==> src/rtl/ahb_master_pkg.sv <==
`default_nettype none
// ============================================================================
//  Module      : ahb_master_pkg
//  Description : Shared AHB-lite transfer-type constants and the command
//                master FSM state type.
//  Revision    : 1.0 - initial release
// ============================================================================
package ahb_master_pkg;

  localparam logic [1:0] HTRANS_IDLE   = 2'b00;
  localparam logic [1:0] HTRANS_NONSEQ = 2'b10;

  typedef enum logic [1:0] {
    IDLE = 2'd0,
    ADDR = 2'd1,
    DATA = 2'd2,
    RESP = 2'd3
  } state_t;

endpackage : ahb_master_pkg
`default_nettype wire

==> src/rtl/ahb_wait_timer.sv <==
`default_nettype none
// ============================================================================
//  Module      : ahb_wait_timer
//  Description : Saturating counter of consecutive data-phase wait cycles.
//                expired is asserted in the wait cycle that brings the count
//                up to TIMEOUT, so the owner can leave the data phase on that
//                same clock edge.
//  Ports       : clk     - clock
//                rst     - synchronous active-high reset
//                clear   - restart the count (entry into the data phase)
//                enable  - current cycle is a wait cycle
//                expired - this wait cycle is the TIMEOUT-th one
//  Revision    : 1.0 - initial release
// ============================================================================
module ahb_wait_timer #(
  parameter int TIMEOUT = 16
) (
  input  logic clk,
  input  logic rst,
  input  logic clear,
  input  logic enable,
  output logic expired
);

  localparam logic [7:0] C_LIMIT = 8'(TIMEOUT);

  logic [7:0] r_count;

  always_ff @(posedge clk) begin
    if (rst || clear) begin
      r_count <= 8'd0;
    end else if (enable && (r_count != C_LIMIT)) begin
      r_count <= r_count + 8'd1;
    end
  end

  // Count already holds TIMEOUT-1 earlier waits; this one is the last allowed.
  assign expired = enable && (r_count >= (C_LIMIT - 8'd1));

endmodule : ahb_wait_timer
`default_nettype wire

==> src/rtl/ahb_cmd_master.sv <==
`default_nettype none
// ============================================================================
//  Module      : ahb_cmd_master
//  Description : Converts single valid/ready commands into non-pipelined
//                AHB-lite transfers (IDLE -> ADDR -> DATA -> RESP) and returns
//                the result on a valid/ready response channel. A data phase
//                that waits TIMEOUT cycles is aborted with an error response.
//  Ports       : clk, reset                     - clock, sync active-high reset
//                cmd_valid/cmd_ready            - command handshake
//                cmd_write/cmd_addr/cmd_wdata   - command payload
//                rsp_valid/rsp_ready            - response handshake
//                rsp_rdata/rsp_err              - read data and error flag
//                m_hsel/m_haddr/m_hwrite/
//                m_htrans/m_hwdata/m_hready     - AHB-lite request to slave
//                s_hrdata/s_hreadyout/s_hresp   - slave response
//  Revision    : 1.0 - initial release
// ============================================================================
module ahb_cmd_master
  import ahb_master_pkg::*;
#(
  parameter int ADDR_W  = 32,
  parameter int DATA_W  = 32,
  parameter int TIMEOUT = 16
) (
  input  logic              clk,
  input  logic              reset,
  input  logic              cmd_valid,
  output logic              cmd_ready,
  input  logic              cmd_write,
  input  logic [ADDR_W-1:0] cmd_addr,
  input  logic [DATA_W-1:0] cmd_wdata,
  output logic              rsp_valid,
  input  logic              rsp_ready,
  output logic [DATA_W-1:0] rsp_rdata,
  output logic              rsp_err,
  output logic              m_hsel,
  output logic [ADDR_W-1:0] m_haddr,
  output logic              m_hwrite,
  output logic [1:0]        m_htrans,
  output logic [DATA_W-1:0] m_hwdata,
  output logic              m_hready,
  input  logic [DATA_W-1:0] s_hrdata,
  input  logic              s_hreadyout,
  input  logic              s_hresp
);

  state_t              r_state;
  logic [ADDR_W-1:0]   r_addr;
  logic                r_write;
  logic [DATA_W-1:0]   r_wdata;
  logic [DATA_W-1:0]   r_rdata;
  logic                r_err;
  logic                w_expired;

  // Counter restarts while in ADDR so it is zero on the first DATA cycle.
  ahb_wait_timer #(
    .TIMEOUT (TIMEOUT)
  ) u_wait_timer (
    .clk     (clk),
    .rst     (reset),
    .clear   (r_state == ADDR),
    .enable  ((r_state == DATA) && !s_hreadyout),
    .expired (w_expired)
  );

  always_ff @(posedge clk) begin
    if (reset) begin
      r_state <= IDLE;
      r_addr  <= '0;
      r_write <= 1'b0;
      r_wdata <= '0;
      r_rdata <= '0;
      r_err   <= 1'b0;
    end else begin
      case (r_state)
        IDLE: begin
          if (cmd_valid) begin
            r_addr  <= cmd_addr;
            r_write <= cmd_write;
            r_wdata <= cmd_wdata;
            r_state <= ADDR;
          end
        end
        ADDR: r_state <= DATA;
        DATA: begin
          if (s_hreadyout) begin
            r_rdata <= r_write ? '0 : s_hrdata;
            r_err   <= s_hresp;
            r_state <= RESP;
          end else if (w_expired) begin
            r_rdata <= '0;
            r_err   <= 1'b1;
            r_state <= RESP;
          end
        end
        RESP: begin
          if (rsp_ready) begin
            r_state <= IDLE;
          end
        end
        default: r_state <= IDLE;
      endcase
    end
  end

  // Reset gates cmd_ready so no command is taken while reset is held.
  assign cmd_ready = (r_state == IDLE) && !reset;
  assign rsp_valid = (r_state == RESP);
  assign rsp_rdata = r_rdata;
  assign rsp_err   = r_err;

  assign m_hsel   = (r_state == ADDR);
  assign m_htrans = (r_state == ADDR) ? HTRANS_NONSEQ : HTRANS_IDLE;
  assign m_haddr  = (r_state == ADDR) ? r_addr : '0;
  assign m_hwrite = (r_state == ADDR) && r_write;
  assign m_hwdata = ((r_state == DATA) && r_write) ? r_wdata : '0;
  // Only the data phase forwards the slave's stall.
  assign m_hready = (r_state == DATA) ? s_hreadyout : 1'b1;

endmodule : ahb_cmd_master
`default_nettype wire

==> config.mk <==
export PLATFORM = sky130hd
export DESIGN_NAME = ahb_cmd_master
export DESIGN_NICKNAME = d
export VERILOG_FILES = /design/src/rtl/ahb_master_pkg.sv /design/src/rtl/ahb_wait_timer.sv /design/src/rtl/ahb_cmd_master.sv
export SDC_FILE = /design/constraint.sdc
export NUM_CORES = 1
export LEC_CHECK = 0
export BUFFER_PORTS_ARGS = -buffer_cell sky130_fd_sc_hd__buf_2
export CAP_MARGIN = 0
export CORE_MARGIN = 4
export CORE_UTILIZATION = 42
export CTS_CLUSTER_SIZE = 8
export DETAILED_ROUTE_END_ITERATION = 10
export PLACE_DENSITY = 0.81
export SKIP_CTS_REPAIR_TIMING = 1
export SLEW_MARGIN = 20
export SYNTH_ARGS = -nofsm -noshare
export SYNTH_HDL_FRONTEND = slang
export SYNTH_HIERARCHICAL = 1
export SYNTH_SLANG_ARGS = --single-unit
==> constraint.sdc <==
create_clock -name clk -period 1.8 [get_ports clk]
set_input_delay 0.27 -clock clk [delete_from_list [all_inputs] [get_ports clk]]
set_output_delay 0.27 -clock clk [all_outputs]
set_load 0.1 [all_outputs]
==> results by group, run 1 <==
Outcome
  – Status: finished with violations
  – Failing checks: negative setup slack

STA
  – Worst Slack Setup Final: -0.04012 ns
  – Endpoints failing hold: 0
  – Slew @ Worst Pin: between 0.5 and 0.6 ns
  – Slew headroom: 0.6631
  – Final Skew: between 0.01 and 0.015 ns
  – Fmax: 543.4 MHz
  – RSZ-0062 raised after global routing: yes
  – Period utilisation layout: 1.022
  – Slew Limit Fails: 0
  – Final setup viols: between 60 and 70
  – Final min period: ~1.8 ns

Synth
  – YS warnings: 6
  – Post-synth ARST share: 0
  – Post-synth net total: slightly below 700
  – Seq/Total Area, Yosys: 0.4780
  – EDFF count, synth: 0
  – Ys flop type: dfxtp_1
  – Cell Area, Synth: ~0.0045 mm^2
  – Synth Instances: approximately 580
  – Netlist cell types: 37
  – Syn Area/Cell: between 7 and 8 um^2
  – Yosys reg bits: 108

Cells and area
  – Fin cells: 918
  – Commonest non-fill, non-tap cell in the layout: nand2_1
  – Register area: roughly 0.0022 mm^2
  – Final core occ: 0.7022
  – Fill cells: a little over 800
  – Area of the multi-input gates: between 0.002 and 0.0025 mm^2
  – Final Cell Area: approximately 0.0073 mm^2
  – Highest-count cells in the layout ignoring fill and taps: nand2_1, buf_2, dfxtp_1
  – Share of layout cells above drive strength 1: 0.4309
  – Area grow syn2layout: 61.72%
  – Antenna cells: 0
  – # nets final: between 800 and 900

Power and ir drop
  – LEAKAGE: ~0.0031 uW
  – Logic pwr share: 0.451
  – Switch share: 0.4271
  – Reg power frac: 0.364
  – Internal power: between 4000 and 5000 uW
  – Peak VDD IR: approximately 0.83 mV
  – Part of the power in the clock network: 0.186
  – NetSw: approximately 3300 uW
  – PwrDens: roughly 1100 mW/mm^2

Place
  – I/O Buffers: a little over 200
  – Placed instance count: roughly 900
  – Post-Place Setup Slack: roughly 0.025 ns
  – RD Place Congestion: approximately 0.85
  – Placement-stage cell area: 0.006927 mm^2
  – DPL Wire Length: 10,180 um

Floorplan
  – Initial Util: 0.4342
  – Die area: 0.01249 mm^2
  – Core area: 0.01042 mm^2
  – Row cnt: 37
  – Die Ht: approximately 110 um
  – Die Width: 111.8 um
  – Io pins: slightly above 200

Worst setup path
  – R2R Setup Slk: roughly 0.03 ns
  – Worst r2r src: r_state[0]
  – Crit path kind: reg -> out
  – Crit path arrival time: around 1.6 ns
  – CP Launch Type: register
  – Critical Path Source: r_state[0]
  – Cell Chain, Critical Path: inv_2 > ha_4 > and2b_2 > buf_6 > inv_4 > buf_12
  – FF-to-FF path depth: 9
  – Reg2reg end: rsp_rdata[28]
  – CP max stage delay: ~0.38 ns
  – Element type at the critical path end: output pin
  – Worst EP required: between 1.5 and 2 ns
  – CP endpoint: m_hready
  – Worst path slowest cell: dfxtp_4
  – Max FO, Critical Path: 5

CTS
  – Clk_lat worst skew: ~0.37 ns
  – Max clock buf depth: 2
  – Root Driver: clkbuf_8
  – Clock Pin Slew Worst Setup and Hold Paths: between 0.1 and 0.15 ns
  – CTS tree: built
  – TritonCTS Buffers: 9
  – Clk sinks: roughly 110
  – H-tree depth: 3

Route
  – WL final: around 14,000 um
  – Post-DRT Antenna Nets: 0
  – DRC: 0
  – DR vias/cell: between 5 and 6
  – Iter 0 DRT Violations: approximately 360
  – Via Count: roughly 4,700
  – Pre-antenna DRT Iters: 5
  – Wire per inst: between 15 and 20 um

Global route
  – First-pass GRT wire length: 22,140 um
  – Vias in the first global route: ~4,500
  – Total GRT Usage: 0.2146
  – Initial antenna violation count: 0
  – Grt ovf: 0
  – Largest net degree at the start of global routing: between 50 and 60

Hold path
  – HP Class: in -> reg

Run
  – Max Cap Viol: 0
==> worst min path at each step <==
stage                        startpoint            end  slack, ns  cells past startpoint
final                       cmd_addr[1]      r_addr[1]       0.12                      3
after global routing       cmd_addr[18]     r_addr[18]       0.10                      3
after CTS                   cmd_addr[8]      r_addr[8]        0.1                      3
after detailed placement  rsp_rdata[25]  rsp_rdata[25]       0.44                      2
after global placement    rsp_rdata[31]  rsp_rdata[31]       0.44                      2
after floorplan             cmd_addr[0]      r_addr[0]       0.41                      2
==> power groups by stage <==
stage                     clock network (uW)  logic (uW)  registers (uW)
after global routing                    1600        3750            2880
final                                   1450        3520            2840
after detailed placement                   0        3300            2880
after global placement                     0        3270            2860
after floorplan                            0        1980            3080
after CTS                               1510        3310            2820
==> layer usage <==
metal	vias up	global-route usage	share of wire
met2	193	0.3717	0.50
met5	-	0	0
li1	2302	-	-
met4	0	0.06650	0.021
met3	28	0.07500	0.083
met1	2153	0.2485	0.39
==> worst max-delay path: cells and delay by family (launching register included) <==
family | cells | cell delay, ns
AND/OR/NAND/NOR | 1 | 0.22
flip-flops | 1 | 0.38
adder cells (fa/ha/maj) | 1 | 0.18
buffers and inverters | 4 | 0.42
==> logic make-up (layout without fill, tap and decap cells) <==
group                    after synthesis  in the layout  share of synthesized area
AND/OR/NAND/NOR                      295            295                     0.3026
AO/OA/AOI/OAI                        114            114                     0.1322
adder cells (fa/ha/maj)                7              7                    0.01936
buffers and inverters                 55            253                    0.05837
flip-flops                           108            108                     0.4780
multiplexers                           3              3                   0.006639
XOR/XNOR                               1              1                   0.001937
other                                  1              1                  0.0008291
==> metrics by stage <==
| stage | total power, uW | TNS, ns | hold WS, ns |
|---|---|---|---|
| after floorplan | 5059 | -0.1280 | 0.4060 |
| after global placement | 6125 | 0 | 0.4352 |
| after detailed placement | 6186 | 0 | 0.4413 |
| after CTS | 7645 | -11.33 | 0.09685 |
| after global routing | 8234 | -5.472 | 0.1018 |
| final | 7819 | -1.226 | 0.1246 |
==> synthesized netlist by cell type, drive strengths merged (2+ instances only) <==
master,n,share of area
nand3,34,0.038
nand2b,4,0.0055
a21oi,102,0.11
nor2b,3,0.0041
clkbuf,21,0.017
ha,7,0.019
mux2i,3,0.0066
nand2,172,0.14
or3,3,0.0047
buf,27,0.035
inv,7,0.0058
o21ai,4,0.0044
nor3,2,0.0022
dfxtp,108,0.48
and2,34,0.047
and3,32,0.044
nand4,2,0.0041
nor2,6,0.0050
a31oi,2,0.0028
==> sequential cells by signal, summed over array words and instances, names as in the netlist <==
| register | flops |
|---|---|
| r_addr | 32 |
| rsp_err | 1 |
| r_wdata | 32 |
| rsp_rdata | 32 |
| r_write | 1 |
| u_wait_timer/r_count | 8 |
| r_state | 2 |
==> area by class of cell <==
type,instances,area share
flip-flops and latches,108,0.2966
inverters,7,0.004276
clock inverters,7,0.008895
well taps,136,0.02326
multi-input cells,421,0.3209
clock buffers,9,0.01693
repair buffers,230,0.3291
No activity file was read; power rests on OpenSTA's default activity.
==> inputs of run 2 (changes only) <==
--- a/config.mk
+++ b/config.mk
@@ -5,13 +5,14 @@
 export SDC_FILE = /design/constraint.sdc
 export NUM_CORES = 1
 export LEC_CHECK = 0
-export BUFFER_PORTS_ARGS = -buffer_cell sky130_fd_sc_hd__buf_2
 export CAP_MARGIN = 0
+export CORE_ASPECT_RATIO = 0.9
 export CORE_MARGIN = 4
 export CORE_UTILIZATION = 42
 export CTS_CLUSTER_SIZE = 8
 export DETAILED_ROUTE_END_ITERATION = 10
-export PLACE_DENSITY = 0.81
+export DONT_BUFFER_PORTS = 1
+export PLACE_DENSITY = 0.64
 export SKIP_CTS_REPAIR_TIMING = 1
 export SLEW_MARGIN = 20
 export SYNTH_ARGS = -nofsm -noshare
==> run 2 against run 1 <==
  * The flow finishes with violations (negative hold slack)
  * Utilization fell by 9.1 points
  * Worst setup slack improved by 0.059 ns
  * Count of clock-buffer cells in the layout stayed put
  * Final area is 13% lower
  * Sequential share of layout area increased by 4.5 points
  * Critical path depth down 1
  * Combinational power is 15% lower
  * Register-to-register slack improved by 0.07 ns
  * Flip-flop and latch count stayed put
  * Critical path type unchanged
  * Highest routed layer unchanged
==> results by group, run 2 (synthesized netlist as in run 1, its figures left out) <==
Outcome
  – Status: finished with violations
  – Failing checks: negative hold slack

Worst setup path
  – Crit path arrival time: around 1.5 ns
  – Crit path kind: reg -> out
  – Element type at the critical path end: output pin
  – FF-to-FF path depth: 8
  – Worst EP required: 1.53 ns
  – Worst r2r src: r_state[1]
  – CP Launch Type: register
  – Max FO, Critical Path: 9
  – R2R Setup Slk: ~0.10 ns
  – Reg2reg end: rsp_rdata[0]

Power and ir drop
  – Logic pwr share: 0.374
  – LEAKAGE: ~0.0025 uW
  – Peak VDD IR: 0.6550 mV
  – Switch share: 0.3959
  – Reg power frac: 0.354
  – PwrDens: between 1000 and 1500 mW/mm^2
  – NetSw: between 3000 and 4000 uW
  – Part of the power in the clock network: 0.272
  – Internal power: approximately 4800 uW
  – Pwr Total: between 7000 and 8000 uW

Cells and area
  – Fill cells: approximately 860
  – Share of layout cells above drive strength 1: 0.3164
  – Final core occ: 0.6109
  – # nets final: 756
  – Antenna cells: 0
  – Highest-count cells in the layout ignoring fill and taps: nand2_1, dfxtp_1, a21oi_1
  – Area grow syn2layout: 40.17%
  – Commonest non-fill, non-tap cell in the layout: nand2_1

Route
  – DR vias/cell: between 5 and 6
  – DRC: 0
  – Post-DRT Antenna Nets: 0
  – Wire per inst: approximately 17 um
  – WL final: between 10,000 and 15,000 um
  – Pre-antenna DRT Iters: 5
  – Via Count: 4,121
  – Iter 0 DRT Violations: 235

STA
  – Hold slack: -0.01224 ns
  – Slew headroom: 0.6557
  – Endpoints failing hold: 4
  – Slew Limit Fails: 0
  – RSZ-0062 raised after global routing: yes
  – Final min period: approximately 1.8 ns
  – Fmax: roughly 560 MHz
  – Slew @ Worst Pin: just over 0.5 ns
  – Final Skew: ~0.0060 ns
  – Final setup viols: 0
  – Period utilisation layout: 0.9894

Place
  – I/O Buffers: 0
  – DPL Wire Length: slightly below 9000 um
  – RD Place Congestion: slightly above 0.8

CTS
  – CTS tree: built
  – Clk_lat worst skew: around 0.34 ns
  – Clock Pin Slew Worst Setup and Hold Paths: approximately 0.07 ns
  – Clk sinks: between 100 and 150
  – Max clock buf depth: 2
  – TritonCTS Buffers: 9
  – H-tree depth: 3
  – Root Driver: clkbuf_16

Floorplan
  – Initial Util: 0.4358
  – Die area: 0.01250 mm^2
  – Die Ht: 106.5 um
  – Core area: 0.01038 mm^2
  – Io pins: a little over 200
  – Row cnt: 35
  – Die Width: ~120 um

Hold path
  – HP Start: reset
  – Hold EP: r_addr[18]
  – Hold Crit Depth: 1
  – HP Class: in -> reg

Global route
  – First-pass GRT wire length: around 20,000 um
  – Largest net degree at the start of global routing: between 100 and 150
  – Total GRT Usage: 0.1967
  – Initial antenna violation count: 0
  – Grt ovf: 0
  – Vias in the first global route: roughly 4,100

Run
  – Max Cap Viol: 0
[run 2: power by group through the flow]
stage / Combinational [uW] / Clock, uW / Sequential, uW
after floorplan: 1980 / 0 / 3080
after CTS: 2750 / 2220 / 2810
final: 2990 / 2180 / 2830
after global placement: 2670 / 0 / 2850
after detailed placement: 2740 / 0 / 2870
after global routing: 3210 / 2330 / 2860
[run 2: final cells by class]
cell class / count / area [um^2] / area share
flip-flops and latches: 108 / 2167 / 0.3418
clock inverters: 7 / 105.1 / 0.01658
multi-input cells: 421 / 2300 / 0.3627
repair buffers: 99 / 1353 / 0.2133
inverters: 7 / 28.78 / 0.004539
well taps: 129 / 161.4 / 0.02546
clock buffers: 9 / 225.2 / 0.03552
[run 2: metrics by stage]
stage / setup slack [ns] / cells / instance area (um^2) / TNS (ns) / hold WS, ns
after floorplan: -0.1046 / 584 / 4668 / -0.1280 / 0.4060
after global placement: 0.1167 / 754 / 5802 / 0 / 0.3471
after detailed placement: 0.02277 / 754 / 5802 / 0 / 0.3510
after CTS: -0.1811 / 770 / 6132 / -11.26 / -0.02639
after global routing: -0.02145 / 780 / 6340 / -0.07762 / -0.02991
final: 0.01902 / 780 / 6340 / 0 / -0.01224
[run 2: worst max path at each step]
stage	from	to	slack (ns)	cells after the start
after detailed placement	r_state[1]	rsp_rdata[0]	0.02	8
after CTS	r_state[1]	m_haddr[10]	-0.18	4
final	r_state[0]	m_haddr[10]	0.02	5
after global routing	r_state[0]	m_haddr[10]	-0.02	5
after floorplan	r_state[1]	m_haddr[10]	-0.10	4
after global placement	r_state[1]	rsp_rdata[20]	0.12	8
[run 2: critical path, cell delays in order, from the launching register on]
cell and delay, ns:
dfxtp_2 0.33, buf_4 0.14, ha_4 0.17, buf_6 0.14, and2_2 0.21, buf_12 0.17
[run 2: routing by layer]
layer	vias to the layer above	track usage	routed length [um]
li1	2040	-	-
met4	0	0.04355	103
met3	9	0.1069	1469
met1	1912	0.2126	5080
met5	-	0	0
met2	160	0.3416	6236
==> inputs of run 3 (changes only) <==
--- a/config.mk
+++ b/config.mk
@@ -12,7 +12,7 @@
 export CTS_CLUSTER_SIZE = 8
 export DETAILED_ROUTE_END_ITERATION = 10
 export DONT_BUFFER_PORTS = 1
-export PLACE_DENSITY = 0.64
+export PLACE_DENSITY = 0.61
 export SKIP_CTS_REPAIR_TIMING = 1
 export SLEW_MARGIN = 20
 export SYNTH_ARGS = -nofsm -noshare
==> constraint.sdc (replaced) <==
create_clock -name clk -period 2.08 [get_ports clk]
set_input_delay 0.312 -clock clk [delete_from_list [all_inputs] [get_ports clk]]
set_output_delay 0.312 -clock clk [all_outputs]
set_load 0.1 [all_outputs]
==> run 3 against run 2 <==
  * The flow now finishes without violations
  * Sequential share of layout area is 1.4 points lower
  * Die area unchanged
  * Clock power fell by 7%
  * First-iteration DRC count rose by 28%
  * Sequential power shrank 14%
  * Hold slack improved by 0.048 ns
  * Final area up 4.0%
  * Global-route usage is essentially flat
  * Cell count rose by 1.5%
  * Routed wire length fell by 2.2%
  * Register-to-register slack better by 0.14 ns
  * Combinational power fell by 17%
  * Critical endpoint is now m_hwdata[21]
  * Highest routed layer unchanged
==> results by group, run 3 (synthesized netlist as in run 1, its figures left out) <==
Cells and area
  – Fill cells: around 850
  – Final core occ: 0.6353
  – Area grow syn2layout: 45.78%
  – Share of layout cells above drive strength 1: 0.2655
  – Fin cells: ~800
  – # nets final: 769
  – Register area: around 0.0022 mm^2
  – Highest-count cells in the layout ignoring fill and taps: nand2_1, dfxtp_1, a21oi_1
  – Commonest non-fill, non-tap cell in the layout: nand2_1
  – Antenna cells: 0
  – Area of the multi-input gates: 0.002172 mm^2

Global route
  – Largest net degree at the start of global routing: between 100 and 150
  – Initial antenna violation count: 0
  – First-pass GRT wire length: 20,160 um
  – Grt ovf: 0
  – Total GRT Usage: 0.1969
  – Vias in the first global route: 4,111

Floorplan
  – Initial Util: 0.4358
  – Die area: about 0.012 mm^2
  – Io pins: around 210
  – Die Ht: 106.5 um
  – Row cnt: 35
  – Die Width: ~120 um
  – Core area: between 0.01 and 0.015 mm^2

CTS
  – CTS tree: built
  – Clk_lat worst skew: approximately 0.34 ns
  – Clock Pin Slew Worst Setup and Hold Paths: ~0.07 ns
  – Clk sinks: between 100 and 150
  – Root Driver: clkbuf_16
  – TritonCTS Buffers: 9
  – H-tree depth: 3
  – Max clock buf depth: 2

Route
  – WL final: ~13,000 um
  – Post-DRT Antenna Nets: 0
  – DRC: 0
  – Pre-antenna DRT Iters: 5
  – Via Count: 4,145
  – Wire per inst: ~16 um
  – DR vias/cell: around 5.2
  – Iter 0 DRT Violations: 301

Place
  – I/O Buffers: 0
  – Post-Place Setup Slack: 0.2049 ns
  – RD Place Congestion: between 0.8 and 0.9
  – DPL Wire Length: ~8800 um
  – Placed instance count: slightly below 800

Power and ir drop
  – PwrDens: about 1000 mW/mm^2
  – Pwr Total: 6921 uW
  – LEAKAGE: 0.002641 uW
  – Peak VDD IR: 0.5712 mV

Worst setup path
  – Crit path kind: reg -> out
  – CP Launch Type: register
  – Worst EP required: around 1.8 ns
  – Element type at the critical path end: output pin
  – Crit path arrival time: 1.67 ns
  – Critical Path Source: r_state[0]
  – Worst r2r src: r_state[0]
  – Max FO, Critical Path: 36

STA
  – Worst Slack Setup Final: 0.09563 ns
  – Final min period: 1.984 ns
  – Final setup viols: 0
  – Final Skew: ~0.0074 ns
  – RSZ-0062 raised after global routing: no
  – Total negative slack: 0 ns
  – Period utilisation layout: 0.9540
  – Slew Limit Fails: 0
  – Endpoints failing hold: 0
  – Fmax: between 500 and 600 MHz

Run
  – Max Cap Viol: 0

Outcome
  – Status: completed

Hold path
  – HP Class: in -> reg
  – HP Start: reset
[run 3: routing by layer]
metal / up-vias / track usage / wire length [um] / share of wire
li1: 2056 / - / - / -
met1: 1915 / 0.2175 / 5039 / 0.40
met2: 158 / 0.3321 / 5968 / 0.47
met3: 16 / 0.1021 / 1388 / 0.11
met4: 0 / 0.05946 / 208 / 0.017
met5: - / 0 / 0 / 0
[run 3: layout make-up]
type / count / share of cell area
Clock inverter: 5 / 0.01898
Inverter: 7 / 0.003985
Tap cell: 129 / 0.02448
Sequential cell: 108 / 0.3281
Clock buffer: 10 / 0.03472
Multi-Input combinational cell: 421 / 0.3294
Timing Repair Buffer: 112 / 0.2603
[run 3: power breakdown]
group / leakage (uW) / internal (uW) / switching, uW
logic: 0.00159 / 728 / 1740
registers: 0.000880 / 2320 / 117
clock network: 0.000173 / 1290 / 728
total: 0.00264 / 4340 / 2580
[run 3: worst max-delay path, stage by stage, from the launching register on]
cell and delay (ns):
dfxtp_2 0.34, inv_1 0.12, ha_2 0.22, buf_12 0.19
and3_1 0.25, buf_12 0.19
[run 3: through the flow]
stage               hold WS [ns]  area (um^2)
floorplan                 0.4317         4569
global placement          0.3908         6217
detailed placement        0.3921         6217
CTS                      0.02398         6571
global route             0.02198         6594
finish                   0.03569         6594
[run 3: path summary, 6_finish.rpt]
path	end	slack, ns	cells past startpoint
worst max-delay path	m_hwdata[21]	0.1	5
worst min-delay path	r_addr[20]	0.04	1
worst min register to register	r_addr[20]	0.44	2
worst max register to register	rsp_rdata[17]	0.24	9
